<file path="src/rtl/chien_pkg.sv">
// Shared constants, FSM state type and GF(2^m) helpers for the parallel Chien search.
package chien_pkg;
  localparam int N_MAX     = 1023;
  localparam int T_MAX     = 4;
  localparam int M_MAX     = 10;
  localparam int P         = 4;
  localparam int K_MAX     = (N_MAX + P - 1) / P;
  localparam int CHAIN_MAX = T_MAX * P;
  localparam int BW        = $clog2(K_MAX * P + 1);

  typedef enum logic [1:0] {
    ST_IDLE   = 2'd0,
    ST_SEARCH = 2'd1,
    ST_FINISH = 2'd2
  } state_e;

  typedef logic [T_MAX:0][M_MAX-1:0] coef_t;

  function automatic logic [M_MAX:0] prim_poly(input logic [3:0] m);
    case (m)
      4'd6:    prim_poly = 11'h043;
      4'd7:    prim_poly = 11'h089;
      4'd8:    prim_poly = 11'h11D;
      4'd9:    prim_poly = 11'h211;
      4'd10:   prim_poly = 11'h409;
      default: prim_poly = '0;
    endcase
  endfunction

  // x * alpha^-k as k chained divide-by-alpha steps; k=0 only masks to m bits.
  function automatic logic [M_MAX-1:0] gf_mul_alpha_inv(input logic [M_MAX-1:0] x,
                                                        input int k,
                                                        input logic [3:0] m);
    logic [M_MAX:0] v;
    logic [M_MAX:0] poly;
    logic [M_MAX:0] mask;
    poly = prim_poly(m);
    mask = (11'd1 << m) - 11'd1;
    v    = {1'b0, x} & mask;
    for (int i = 0; i < CHAIN_MAX; i++) begin
      if (i < k) v = (v[0] ? (v ^ poly) : v) >> 1;
    end
    return v[M_MAX-1:0] & mask[M_MAX-1:0];
  endfunction
endpackage

</file>
<file path="src/rtl/chien_search_par_lane.sv">
// One evaluation lane: tests sigma at alpha^-(base+LANE) given the running terms r_j.
module chien_lane
  import chien_pkg::*;
#(
  parameter int LANE = 0
) (
  input  logic [3:0] m,
  input  coef_t      r,
  output logic       hit
);
  logic [M_MAX-1:0] s;

  always_comb begin
    s = '0;
    for (int j = 0; j <= T_MAX; j++) s ^= gf_mul_alpha_inv(r[j], j * LANE, m);
    hit = (s == '0);
  end
endmodule

</file>
<file path="src/rtl/chien_search_par.sv">
// Parallel Chien search: P positions per cycle, reports error vector, root count and fail.
module chien_search_par
  import chien_pkg::*;
(
  input  logic                       clk,
  input  logic                       rst,
  input  logic                       start,
  input  logic [9:0]                 n,
  input  logic [3:0]                 m,
  input  logic [3:0]                 degree,
  input  logic [(T_MAX+1)*M_MAX-1:0] sigma,
  output logic                       busy,
  output logic                       done,
  output logic [N_MAX-1:0]           err_vec,
  output logic [3:0]                 err_cnt,
  output logic                       fail
);
  state_e           state_q, state_d;
  logic [9:0]       n_q, n_d;
  logic [3:0]       m_q, m_d, deg_q, deg_d;
  logic             valid_q, valid_d;
  logic [BW-1:0]    base_q, base_d;
  coef_t            r_q, r_d;
  logic [N_MAX-1:0] vec_q, vec_d;
  logic [3:0]       cnt_q, cnt_d;
  logic             fail_q, fail_d, busy_q, busy_d, done_q, done_d;

  logic [P-1:0]     hit;
  logic             last, m_ok, n_ok;
  logic [BW-1:0]    pos;
  logic [4:0]       sum;

  assign last = (base_q + BW'(P)) >= BW'(n_q);
  assign m_ok = (m >= 4'd6) && (m <= 4'd10);
  assign n_ok = (n != '0) && ({1'b0, n} <= ((11'd1 << m) - 11'd1));

  for (genvar p = 0; p < P; p++) begin : g_lane
    chien_lane #(.LANE(p)) u_lane (.m(m_q), .r(r_q), .hit(hit[p]));
  end

  always_ff @(posedge clk or posedge rst) begin
    if (rst) state_q <= ST_IDLE;
    else     state_q <= state_d;
  end

  always_comb begin
    state_d = state_q;
    case (state_q)
      ST_IDLE:   if (start) state_d = ST_SEARCH;
      ST_SEARCH: if (last)  state_d = ST_FINISH;
      ST_FINISH: state_d = ST_IDLE;
      default:   state_d = ST_IDLE;
    endcase
  end

  always_comb begin
    n_d     = n_q;
    m_d     = m_q;
    deg_d   = deg_q;
    valid_d = valid_q;
    base_d  = base_q;
    r_d     = r_q;
    vec_d   = vec_q;
    cnt_d   = cnt_q;
    fail_d  = fail_q;
    busy_d  = busy_q;
    done_d  = 1'b0;
    pos     = '0;
    sum     = '0;
    case (state_q)
      ST_IDLE: begin
        if (start) begin
          n_d     = n;
          m_d     = m;
          deg_d   = degree;
          valid_d = m_ok && n_ok;
          for (int j = 0; j <= T_MAX; j++)
            r_d[j] = gf_mul_alpha_inv(sigma[j*M_MAX +: M_MAX], 0, m);
          vec_d   = '0;
          cnt_d   = '0;
          fail_d  = 1'b0;
          base_d  = '0;
          busy_d  = 1'b1;
        end
      end
      ST_SEARCH: begin
        sum = {1'b0, cnt_q};
        for (int p = 0; p < P; p++) begin
          pos = base_q + BW'(p);
          if (valid_q && (pos < BW'(n_q)) && hit[p]) begin
            vec_d[pos[9:0]] = 1'b1;
            sum             = sum + 5'd1;
          end
        end
        cnt_d = (sum > 5'd15) ? 4'd15 : sum[3:0];
        for (int j = 0; j <= T_MAX; j++) r_d[j] = gf_mul_alpha_inv(r_q[j], j * P, m_q);
        base_d = base_q + BW'(P);
      end
      ST_FINISH: begin
        done_d = 1'b1;
        busy_d = 1'b0;
        // r_0 is never rotated, so it still holds the masked sigma_0
        fail_d = (cnt_q != deg_q) || (deg_q > 4'(T_MAX)) || (r_q[0] == '0) || !valid_q;
      end
      default: ;
    endcase
  end

  always_ff @(posedge clk or posedge rst) begin
    if (rst) begin
      n_q     <= '0;
      m_q     <= '0;
      deg_q   <= '0;
      valid_q <= 1'b0;
      base_q  <= '0;
      r_q     <= '0;
      vec_q   <= '0;
      cnt_q   <= '0;
      fail_q  <= 1'b0;
      busy_q  <= 1'b0;
      done_q  <= 1'b0;
    end else begin
      n_q     <= n_d;
      m_q     <= m_d;
      deg_q   <= deg_d;
      valid_q <= valid_d;
      base_q  <= base_d;
      r_q     <= r_d;
      vec_q   <= vec_d;
      cnt_q   <= cnt_d;
      fail_q  <= fail_d;
      busy_q  <= busy_d;
      done_q  <= done_d;
    end
  end

  assign busy    = busy_q;
  assign done    = done_q;
  assign err_vec = vec_q;
  assign err_cnt = cnt_q;
  assign fail    = fail_q;
endmodule

</file>
<file path="config.mk">
export PLATFORM = sky130hd
export DESIGN_NAME = chien_search_par
export DESIGN_NICKNAME = d
export VERILOG_FILES = /design/src/rtl/chien_pkg.sv /design/src/rtl/chien_search_par_lane.sv /design/src/rtl/chien_search_par.sv
export SDC_FILE = /design/constraint.sdc
export NUM_CORES = 2
export LEC_CHECK = 0
export CAP_MARGIN = 25
export CORE_AREA = 5 5 422 424
export DETAILED_ROUTE_END_ITERATION = 8
export DIE_AREA = 0 0 427 429
export PLACE_DENSITY = 0.56
export SLEW_MARGIN = 20
export SYNTH_ARGS = -nofsm -noshare
export SYNTH_HDL_FRONTEND = slang
export SYNTH_SLANG_ARGS = --single-unit
export TNS_END_PERCENT = 20
</file>
<file path="constraint.sdc">
create_clock -name clk -period 36.9 [get_ports clk]
set_input_delay 7.38 -clock clk [delete_from_list [all_inputs] [get_ports clk]]
set_output_delay 7.38 -clock clk [all_outputs]
set_load 0.01 [all_outputs]
</file>
==> flow_summary.rst <==
.. list-table::
   :header-rows: 1

   * - Metric
     - Value
   * - Status
     - completed
   * - Data arrival time of the critical path
     - roughly 12 ns
   * - Overall power of the completed layout
     - 5.11 mW
   * - Warnings from Yosys
     - 0
   * - Worst R2R Setup Slack
     - around 27 ns
   * - Routability-driven placement congestion ratio
     - about 0.93
   * - Startpoint class of the critical path
     - input pin
   * - Highest-count cells in the layout ignoring fill and taps
     - nand2_1 (1,494), o21ai_0 (1,130), dfrtp_1 (1,109)
   * - Power Internal
     - 2.84 mW
   * - Global-route wire length before repair
     - 326 mm
   * - Clock-pin slew on the worst setup and hold paths
     - 0.06 ns
   * - Wire per inst
     - 26.4 µm
   * - Buffers inserted during post-CTS setup optimization
     - 0
   * - DRT Pass-1 Iters
     - 5
   * - Net count of the finished layout
     - 6,411
   * - Synth top area share
     - 56.2%
   * - Synthesized area per cell
     - approximately 9 µm²
   * - Starting Density
     - 28.5%
   * - Number of endpoints failing setup at the final stage
     - 0
   * - Worst hold path class
     - reg2reg
   * - Critical Path Max Stage Delay
     - about 0.9 ns
   * - Worst supply voltage drop on vdd
     - 0.110 mV
   * - Library cells used by synthesis
     - 102
   * - Leading register cell type out of synthesis
     - dfrtp_1
   * - Total leakage power
     - 27.4 nW
   * - Buffers plus inverters on the worst setup path
     - 5
   * - Final global-route overflow total
     - 0
   * - Post-Syn Nets
     - 5,471
   * - Bufs on Longest Clock Path
     - 3
   * - Per-cell via count in the routed design
     - 5.08
   * - Final number of hold-violating endpoints
     - 0
   * - Area grow syn2layout
     - 35.5%
   * - Largest net degree at the start of global routing
     - ~140
   * - Cell repeated most along the worst path
     - buf_4
   * - Via count
     - ~44,000
   * - Floorplan die width
     - 427 µm
   * - Clk root buf
     - clkbuf_16
   * - Largest fanout on the critical path
     - 111
   * - Final slew viol count
     - 0
   * - DP Wirelength
     - between 150 and 200 mm
   * - Global-route total usage across every layer
     - 24.1%
   * - Max H-tree Level
     - 3
   * - Die Footprint
     - about 180,000 µm²
   * - FFs w/ async S/R, synth
     - between 90% and 100%
   * - Buffers added on ports
     - 1,100
   * - Final setup TNS
     - 0 ns
   * - Most common library cell in the layout ignoring fill and taps
     - nand2_1
   * - Vias in the first global route
     - 43,000
   * - Post-Synthesis Cells
     - 5,353
   * - Share of final-layout standard cells stronger than drive strength 1
     - 5.91%
   * - Number of cells after detailed placement
     - 8,491
   * - Sequential fraction of the synthesis area
     - 56.2%
   * - Part of the total power dissipated in combinational logic
     - 49.5%
   * - #FFs+latches synth
     - 1,110
   * - Data required time of the critical path
     - 37.54 ns
   * - Worst relative slew slack
     - 25.0%
   * - Worst Tran Pin Value
     - 1.12 ns
   * - TritonCTS buffer count
     - 120
   * - Master of the slowest instance on the critical path
     - buf_4
   * - Final instance count without filler cells
     - ~8,700
   * - Minimum clock period after layout
     - 11.44 ns
   * - Placeable core area
     - 173,000 µm²
   * - Synth Cell Area
     - 49,400 µm²
   * - Worst path top cell family by delay
     - buffers and inverters
   * - Number of antenna violations at the first check in global routing
     - 7
   * - ANT nets after route
     - 0
   * - Number of clock sinks
     - 1,110
   * - Cell-by-cell listing of the critical path
     - clkdlybuf4s50_1, nand2b_1, or2_4, buf_4, buf_6, buf_4, buf_4, nand2_1, o21ai_0
   * - Kind of critical path
     - in2reg
   * - Clock tree from TritonCTS
     - built
   * - Maximum operating frequency
     - 0.0874 GHz
   * - Detailed router's first-iteration violation count
     - 4,203
   * - Sw power
     - roughly 2.3 mW
   * - Power share of the clock group
     - between 20% and 30%
   * - CTS hold repair buffers
     - 0
   * - Synth area leaders
     - dfrtp_1 (56%), o21ai_0 (11%), nand2_1 (11%)
   * - Number of cells traversed by the worst hold path
     - 2
   * - Number of flops mapped to enable cells by yosys
     - 0
   * - Power density over cell area
     - 76.3 nW/µm²
   * - RSZ-0062 raised after global routing
     - no
   * - Critical path depth in cells
     - 9
   * - Source-to-sink clock delay at the later pin of the worst-skew pair
     - 0.79 ns
   * - Io pins
     - 1,101
   * - Share of total power in sequential cells
     - a little over a quarter
   * - Path depth of the worst reg2reg path
     - 23
   * - Period utilisation layout
     - 31.0%
   * - Residual DRC count
     - 0
   * - Sort of element at the end of the critical path
     - flip-flop
   * - Row count
     - between 150 and 200
   * - Wire length reported by the detailed router
     - 230 mm
   * - Count of instances resized after the clock tree is built
     - 0
   * - Switching share of total power
     - 44.5%
   * - Max-cap violations
     - 0
   * - Die boundary height
     - 429 µm
   * - Cell type with the highest aggregate area in the netlist
     - dfrtp_1
   * - Final setup skew
     - 0.0955 ns
[Yosys cell counts, drive strengths merged (6+ instances only)]
cell,number
o21ai,1139
a221oi,22
a22oi,6
nor4,13
mux2i,17
clkbuf,359
xnor2,232
nand3b,15
ha,47
o211ai,14
nor3b,12
nor2b,18
or2,14
and3,18
xor2,83
a21oi,112
inv,29
or3,10
nand3,30
o22ai,28
nand4,11
a31oi,13
a22o,9
nor2,245
and2,17
mux2,7
xnor3,10
nor3,36
nand2b,21
a211oi,14
nand2,1495
o221ai,6
dfrtp,1110
a21o,8
o21a,13
buf,26
[power groups by stage]
stage / logic [mW] / clock network (mW) / registers, mW
6_report: 2.53 / 1.25 / 1.33
5_1_grt: 2.67 / 1.32 / 1.34
4_1_cts: 2.48 / 1.27 / 1.33
3_5_place_dp: 2.47 / 0 / 1.35
3_3_place_gp: 2.45 / 0 / 1.35
2_1_floorplan: 1.76 / 0 / 1.31
[registers in the layout, indices dropped and copies added, names as in the netlist]
name,count
deg_q,4
m_q,4
done,1
valid_q,1
n_q,10
busy,1
fail,1
base_q,9
state_q,2
err_vec,1023
err_cnt,4
r_q,50
[final cells by class]
type                       instances  area [µm²]
clock buffer                     181        3580
timing repair buffer            1203       11900
antenna                            9        22.5
sequential                      1110       27800
multi-input combinational       3829       20100
clock inverter                    44         518
tap                             2325        2910
inverter                          29         113
fill                           17600      106000
[worst register-to-register path, delay by kind of cell (launching register included)]
| family | cells | cell delay (ns) |
|---|---|---|
| xor gates and xnor gates | 7 | 2.90 |
| and+or+nand+nor | 6 | 2.39 |
| buffers and inverters | 3 | 1.77 |
| AOI/OAI and AO/OA | 6 | 1.61 |
| adders and majority gates | 1 | 0.67 |
| DFF | 1 | 0.36 |
[cell families after synthesis]
family	Yosys count	synth area share [%]
fa+ha+maj	47	1.19
mux	24	0.519
compound gates	1452	16.1
flops	1110	56.2
buf+inv	414	3.24
simple gates	1980	16.4
xor+xnor	326	6.29
[per-layer routing]
layer | GRT usage, % | part of all wire (%) | vias up
met4 | 11.0 | 5.1 | 2
li1 | - | - | 19900
met1 | 30.1 | 40 | 22400
met2 | 40.7 | 48 | 1678
met5 | 0 | 0.0056 | -
met3 | 4.33 | 6.5 | 399
[worst paths after layout]
| kind | to | startpoint |
|---|---|---|
| min | err_vec[739] | err_vec[739] |
| max reg2reg | err_vec[459] | m_q[1] |
| min in group asynchronous | err_vec[879] | rst |
| min reg2reg | err_vec[739] | err_vec[739] |
| max in group asynchronous | err_vec[774] | rst |
| max | err_vec[253] | start |
[through the flow]
step	setup WS, ns	utilization [%]	area [µm²]	hold slack [ns]
final	25.46	38.6	67000	0.474
after global routing	25.17	38.6	66900	0.492
after CTS	25.33	38.5	66800	0.483
after detailed placement	24.47	36.1	62700	0.469
after global placement	24.58	36.1	62700	0.460
after floorplan	14.20	-	49400	0.447
Note: power is estimated with default switching activity, not from simulation.
